--- config.mk ---
export PLATFORM = sky130hd
export DESIGN_NAME = bram_bank_loader_flat
export DESIGN_NICKNAME = d
export VERILOG_FILES = /design/src/rtl/parsing_ctrl_pkg.sv /design/src/rtl/bram_bank_loader_if.sv /design/src/rtl/bank_addr_counter.sv /design/src/rtl/bram_bank_loader.sv /design/src/flat_wrapper.sv
export SDC_FILE = /design/constraint.sdc
export NUM_CORES = 1
export LEC_CHECK = 0
export BUFFER_PORTS_ARGS = -buffer_cell sky130_fd_sc_hd__buf_2
export CORE_ASPECT_RATIO = 0.6
export CORE_UTILIZATION = 43
export CTS_CLUSTER_SIZE = 16
export DETAILED_ROUTE_END_ITERATION = 8
export PLACE_DENSITY = 0.76
export SYNTH_ARGS = -nofsm -noshare
export SYNTH_HDL_FRONTEND = slang
export SYNTH_SLANG_ARGS = --single-unit
export TNS_END_PERCENT = 1
--- constraint.sdc ---
create_clock -name clk -period 1.95 [get_ports clk]
set_input_delay 0.39 -clock clk [delete_from_list [all_inputs] [get_ports clk]]
set_output_delay 0.39 -clock clk [all_outputs]
set_load 0.005 [all_outputs]
--- src/rtl/parsing_ctrl_pkg.sv ---
// Shared constants and loader state encoding for the
// feature-map BRAM write path.
package parsing_ctrl_pkg;

  localparam int NUM_BANK = 16;
  localparam int BANK_AW  = 4;
  localparam int AW       = 9;
  localparam int DW       = 128;
  localparam int DEPTH    = 512;

  typedef enum logic [2:0] {
    ST_IDLE,
    ST_LOAD,
    ST_FLUSH,
    ST_START,
    ST_DONE
  } ld_state_e;

  function automatic logic [NUM_BANK-1:0] bank_onehot(
    input logic [BANK_AW-1:0] b
  );
    bank_onehot    = '0;
    bank_onehot[b] = 1'b1;
  endfunction

endpackage

--- src/rtl/bram_bank_loader_if.sv ---
// Stream handshake into the loader: 128-bit words
// with valid/ready.
interface bram_bank_loader_if;
  import parsing_ctrl_pkg::*;

  logic          valid;
  logic [DW-1:0] data;
  logic          ready;

  modport master (
    output valid,
    output data,
    input  ready
  );

  modport slave (
    input  valid,
    input  data,
    output ready
  );

endinterface

--- src/rtl/bank_addr_counter.sv ---
// Bank-interleaved position counter: bank cycles 0..15,
// addr advances on each bank wrap, last flags word N*16-1.
module bank_addr_counter
  import parsing_ctrl_pkg::*;
(
  input  logic               clk,
  input  logic               rstn,
  input  logic               clr_i,
  input  logic               inc_i,
  input  logic [AW:0]        n_i,
  output logic [BANK_AW-1:0] bank_o,
  output logic [AW-1:0]      addr_o,
  output logic               last_o
);

  logic [BANK_AW-1:0] bank_q, bank_d;
  logic [AW-1:0]      addr_q, addr_d;

  assign bank_o = bank_q;
  assign addr_o = addr_q;
  assign last_o = (bank_q == BANK_AW'(NUM_BANK-1))
               && ({1'b0, addr_q} == n_i - 1'b1);

  // Next position; the last word wraps to 0 so a full
  // 512-deep load never steps past address 511.
  always_comb begin
    bank_d = bank_q;
    addr_d = addr_q;
    if (clr_i) begin
      bank_d = '0;
      addr_d = '0;
    end else if (inc_i) begin
      if (last_o) begin
        bank_d = '0;
        addr_d = '0;
      end else begin
        bank_d = bank_q + 1'b1;
        if (bank_q == BANK_AW'(NUM_BANK-1))
          addr_d = addr_q + 1'b1;
      end
    end
  end

  // Position registers.
  always_ff @(posedge clk or negedge rstn) begin
    if (!rstn) begin
      bank_q <= '0;
      addr_q <= '0;
    end else begin
      bank_q <= bank_d;
      addr_q <= addr_d;
    end
  end

endmodule

--- src/rtl/bram_bank_loader.sv ---
// Scatters a word stream across 16 BRAM banks, then
// pulses the parser start once the last write commits.
module bram_bank_loader
  import parsing_ctrl_pkg::*;
(
  input  logic                clk,
  input  logic                rstn,
  input  logic                i_load_start,
  input  logic [AW:0]         i_words_per_bank,
  input  logic                i_abort,
  bram_bank_loader_if.slave   s_if,
  output logic [NUM_BANK-1:0] o_ena,
  output logic [NUM_BANK-1:0] o_wea,
  output logic [AW-1:0]       o_addra,
  output logic [DW-1:0]       o_dia,
  output logic                o_start,
  output logic                o_busy,
  output logic                o_done,
  output logic                o_err
);

  ld_state_e           state_q;
  logic [AW:0]         n_q;
  logic [NUM_BANK-1:0] wen_q;
  logic [AW-1:0]       addra_q;
  logic [DW-1:0]       dia_q;
  logic                err_q;

  logic [BANK_AW-1:0]  bank;
  logic [AW-1:0]       addr;
  logic                last;
  logic                req_ok;
  logic                idle_like;
  logic                cnt_clr;
  logic                cnt_inc;

  assign req_ok    = (i_words_per_bank != '0)
                  && (i_words_per_bank <= (AW+1)'(DEPTH));
  assign idle_like = (state_q == ST_IDLE)
                  || (state_q == ST_DONE);
  assign cnt_clr   = i_abort
                  || (idle_like && i_load_start && req_ok);
  assign cnt_inc   = (state_q == ST_LOAD) && s_if.valid
                  && !i_abort;

  assign s_if.ready = (state_q == ST_LOAD);

  assign o_ena   = wen_q;
  assign o_wea   = wen_q;
  assign o_addra = addra_q;
  assign o_dia   = dia_q;
  assign o_err   = err_q;
  assign o_start = (state_q == ST_START);
  assign o_done  = (state_q == ST_DONE);
  assign o_busy  = (state_q == ST_LOAD)
                || (state_q == ST_FLUSH);

  bank_addr_counter u_cnt (
    .clk    (clk),
    .rstn   (rstn),
    .clr_i  (cnt_clr),
    .inc_i  (cnt_inc),
    .n_i    (n_q),
    .bank_o (bank),
    .addr_o (addr),
    .last_o (last)
  );

  // Loader FSM with registered write port; abort
  // overrides everything, including a same-cycle request.
  always_ff @(posedge clk or negedge rstn) begin
    if (!rstn) begin
      state_q <= ST_IDLE;
      n_q     <= '0;
      wen_q   <= '0;
      addra_q <= '0;
      dia_q   <= '0;
      err_q   <= 1'b0;
    end else begin
      wen_q <= '0;
      err_q <= 1'b0;
      if (i_abort) begin
        state_q <= ST_IDLE;
      end else begin
        if (cnt_inc) begin
          wen_q   <= bank_onehot(bank);
          addra_q <= addr;
          dia_q   <= s_if.data;
        end
        unique case (state_q)
          ST_IDLE, ST_DONE: begin
            if (i_load_start) begin
              if (req_ok) begin
                state_q <= ST_LOAD;
                n_q     <= i_words_per_bank;
              end else begin
                err_q <= 1'b1;
              end
            end
          end
          ST_LOAD: begin
            err_q <= i_load_start;
            if (cnt_inc && last)
              state_q <= ST_FLUSH;
          end
          ST_FLUSH: begin
            err_q   <= i_load_start;
            state_q <= ST_START;
          end
          ST_START: begin
            err_q   <= i_load_start;
            state_q <= ST_DONE;
          end
          default: state_q <= ST_IDLE;
        endcase
      end
    end
  end

endmodule

--- src/flat_wrapper.sv ---
// flat-port wrapper written by rule: the top's interface ports become plain ports
module bram_bank_loader_flat import parsing_ctrl_pkg::*;
  (clk, rstn, i_load_start, i_words_per_bank, i_abort, o_ena, o_wea, o_addra, o_dia, o_start, o_busy, o_done, o_err, s_if_valid, s_if_data, s_if_ready);
  bram_bank_loader_if s_if_i ();
  input  logic clk;
  input  logic rstn;
  input  logic i_load_start;
  input  logic [AW:0] i_words_per_bank;
  input  logic i_abort;
  output logic [NUM_BANK-1:0] o_ena;
  output logic [NUM_BANK-1:0] o_wea;
  output logic [AW-1:0] o_addra;
  output logic [DW-1:0] o_dia;
  output logic o_start;
  output logic o_busy;
  output logic o_done;
  output logic o_err;
  input wire logic [$bits(s_if_i.valid)-1:0] s_if_valid;
  input wire logic [$bits(s_if_i.data)-1:0] s_if_data;
  output wire logic [$bits(s_if_i.ready)-1:0] s_if_ready;
  assign s_if_i.valid = s_if_valid;
  assign s_if_i.data = s_if_data;
  assign s_if_ready = s_if_i.ready;
  bram_bank_loader u_core (.clk(clk), .rstn(rstn), .i_load_start(i_load_start), .i_words_per_bank(i_words_per_bank), .i_abort(i_abort), .s_if(s_if_i), .o_ena(o_ena), .o_wea(o_wea), .o_addra(o_addra), .o_dia(o_dia), .o_start(o_start), .o_busy(o_busy), .o_done(o_done), .o_err(o_err));
endmodule
==> out/qor.yml <==
status: "finished, violations left"
violations: "negative setup slack"
htreeDepth: 4
regToRegEndpoint: "u_core.u_cnt.addr_o[8]"
hold_class: "primary input to flop"
routed_wl_um: 20200
yosysSeqAreaShare_pct: 60.7
cts-root-buf: "clkbuf_16"
worstRegToRegCells: 10
final_cells: 1408
finalMaxSlewViolations: 0
syn-num-nets: 954
slowest_delay_ns: 0.57
min_to: "u_core.o_dia[48]"
period_needed_ns: 2.12
cellPowerDensity_nw_per_um2: 975
min_path_cells: 3
route.vias.total: 6572
synth-edff-count: 0
clock.fmax_ghz: 0.471
fp.dieH_um: 104
core_sq_um: 16500
syn_area_per_cell_sq_um: 9.21
synth.largest_area_cell: "dfrtp_1"
io_buffers: 316
synthCells: 805
final_core_util_pct: 63.7
hold_viol_final: 0
post-route-period-util_pct: 109
gp_congestion: 0.876
firstDrtPassIters: 4
tritoncts: "built"
start_util_pct: 44.9
syn_area_sq_um: 7420
cp_num_buf_inv: 1
clock_skew_ns: 0.0114
tritoncts.num_buffers: 17
cts.path.max_buffers: 2
drcViolationCount: 0
grt_overflow: 0
cp.required_ns: 2.23
post_drt_wl_per_cell_um: 14.4
synth_top_area_share_pct: 60.7
synth_area_leaders: "dfrtp_1, nand2_1, clkbuf_1, buf_4, mux2_2"
cp-end-kind: "flop"
setup_violations: 22
min_from: "s_if_data[48]"
dp_hpwl_um: 14900
synth_ff_type: "dfrtp_1"
slew_headroom_pct: 69.9
grt_pass1_wl_um: 32200
cts.sinks: 180
worstMarginPinSlew_ns: 0.451
worstReg2RegStart: "u_core.n_q[2]"
insertion_delay_ns: 0.41
clk_pin_slew_ns: 0.07
num_rows: 36
ys_warn_count: 0
ys_seq_elements: 180
antenna_found_initial: 1
cp_common_cell: "or4_4"
grt_use_total_pct: 23.0
synthDistinctLibCells: 49
grt_start_max_net_pins: 69
rrSetupSlack_ns: -0.06
setup_ws_ns: -0.172
max-vdd-ir-drop_v: 0.000647
vias_per_cell: 4.67
drive_gt1_share_pct: 40.3
place_inst: 1368
drt_iter0_markers: 333
cp_max_fo: 7
finalPower_mw: 10.3
fp.dieW_um: 172
slowest_stage: "or4_4"
path_delay_family: "simple AND/OR/NAND/NOR gates"
fin_tns_setup_ns: -1.09
drv_cap: 0
synthToLayoutAreaGrowth_pct: 42.0
antenna_left: 0
num_io_pins: 317
path_cells: "buf_6 > or4_4 > or4_4 > a41o_4 > o2111ai_2 > xor2_1 > a211oi_2"
rsz0062_at_grt: "yes"
nets: 1315
critical_path_class: "primary input to flop"
p_leak_nw: 6.06
startpoint_type: "primary input"
die_area_sq_um: 17800
async_flop_share_pct: 100
cp.arrival_ns: 2.40
grt_pass1_vias: 6478
-- metrics by stage --
stage	area [sq um]	hold WS, ns	setup WS [ns]
finish	10500	0.167	-0.172
global route	10500	0.150	-0.152
CTS	10400	0.151	-0.0600
detailed placement	9730	0.384	-0.516
global placement	9730	0.383	-0.468
floorplan	7480	0.0944	-0.293
-- worst max-delay path by stage --
stage | cells past startpoint | endpoint | slack (ns) | start
finish | 7 | u_core.u_cnt.addr_o[8] | -0.17 | i_words_per_bank[7]
global route | 9 | u_core.u_cnt.addr_o[8] | -0.15 | u_core.n_q[0]
CTS | 7 | u_core.u_cnt.addr_o[8] | -0.06 | i_words_per_bank[4]
detailed placement | 7 | u_core.u_cnt.addr_o[7] | -0.52 | i_words_per_bank[4]
global placement | 7 | u_core.u_cnt.addr_o[7] | -0.47 | i_words_per_bank[4]
floorplan | 6 | u_core.u_cnt.addr_o[7] | -0.29 | i_words_per_bank[4]
-- layer usage --
layer / global-route usage [%] / up-vias / share of wire [%]
li1: - / 3237 / -
met1: 30.6 / 3094 / 45
met2: 36.9 / 221 / 47
met3: 6.69 / 20 / 6.8
met4: 5.17 / 0 / 1.2
met5: 0 / - / 0
-- tightest hold or removal path, stage by stage --
cell and delay, ns:
buf_2 0.07, nand2_1 0.04, nand2_1 0.04
-- cells in the final DEF, fill, tap and decap left out, drive strengths merged, types with 3 or more instances in the layout --
| cell type | n |
|---|---|
| a21oi | 5 |
| nor2 | 23 |
| nand2b | 6 |
| dfrtp | 180 |
| clkbuf | 21 |
| o21ai | 3 |
| ha | 6 |
| nand4 | 4 |
| o31ai | 3 |
| and3 | 5 |
| inv | 13 |
| clkinv | 6 |
| nand3 | 6 |
| nor3 | 9 |
| a211oi | 7 |
| xor2 | 10 |
| mux2 | 10 |
| xnor2 | 7 |
| nand2 | 424 |
| buf | 394 |
| or2 | 5 |
-- area by class of cell --
cell class                 instances  area (sq um)
multi-input combinational        564          2840
inverter                           7          26.3
timing repair buffer             396          2310
antenna                            1          2.50
clock inverter                    12           118
fill                            1399          6000
tap                              228           285
clock buffer                      20           447
sequential                       180          4500
-- timing repair --
item / in CTS / in global routing
endpoints found under the setup margin: 25 / 25
setup buffers: 2 / 4
hold buffers: 1 / 0
gates resized for setup: 20 / 16
pin swaps: 6 / 13
endpoints found under the hold margin: 40 / 0
cloned: 0 / 0
-- Yosys cell counts (7+ instances only) --
library cell  instances
xnor2_1               7
mux2_2               10
nor2_1               23
inv_1                 7
a211oi_1              7
xor2_1               10
clkbuf_1             36
dfrtp_1             180
nand2_1             423
buf_4                16
nor3_1                8
-- power by group --
part           internal, mW  leakage (nW)  switching (mW)
logic                  1.15          3.47            1.09
clock network          1.73         0.277            1.51
registers              4.41          2.32           0.381
total                  7.29          6.06            2.98
-- sequential cells by signal, indices dropped and copies added, names as in the netlist --
signal / count
u_core.n_q: 10
u_core.o_addra: 9
u_core.o_dia: 128
u_core.o_ena: 16
u_core.o_err: 1
u_core.state_q: 3
u_core.u_cnt.addr_o: 9
u_core.u_cnt.bank_o: 4
-- logic make-up (layout without fill, tap and decap cells) --
logic type	Yosys count	in the layout	synth area share, %
AO/OA/AOI/OAI	33	33	3.51
XOR/XNOR	17	17	2.01
adder cells (fa/ha/maj)	6	6	1.01
buffers and inverters	61	435	4.02
flip-flops	180	180	60.7
multiplexers	11	11	1.65
other	0	1	0
AND/OR/NAND/NOR	497	497	27.1
No activity file was read; power rests on OpenSTA's default activity.
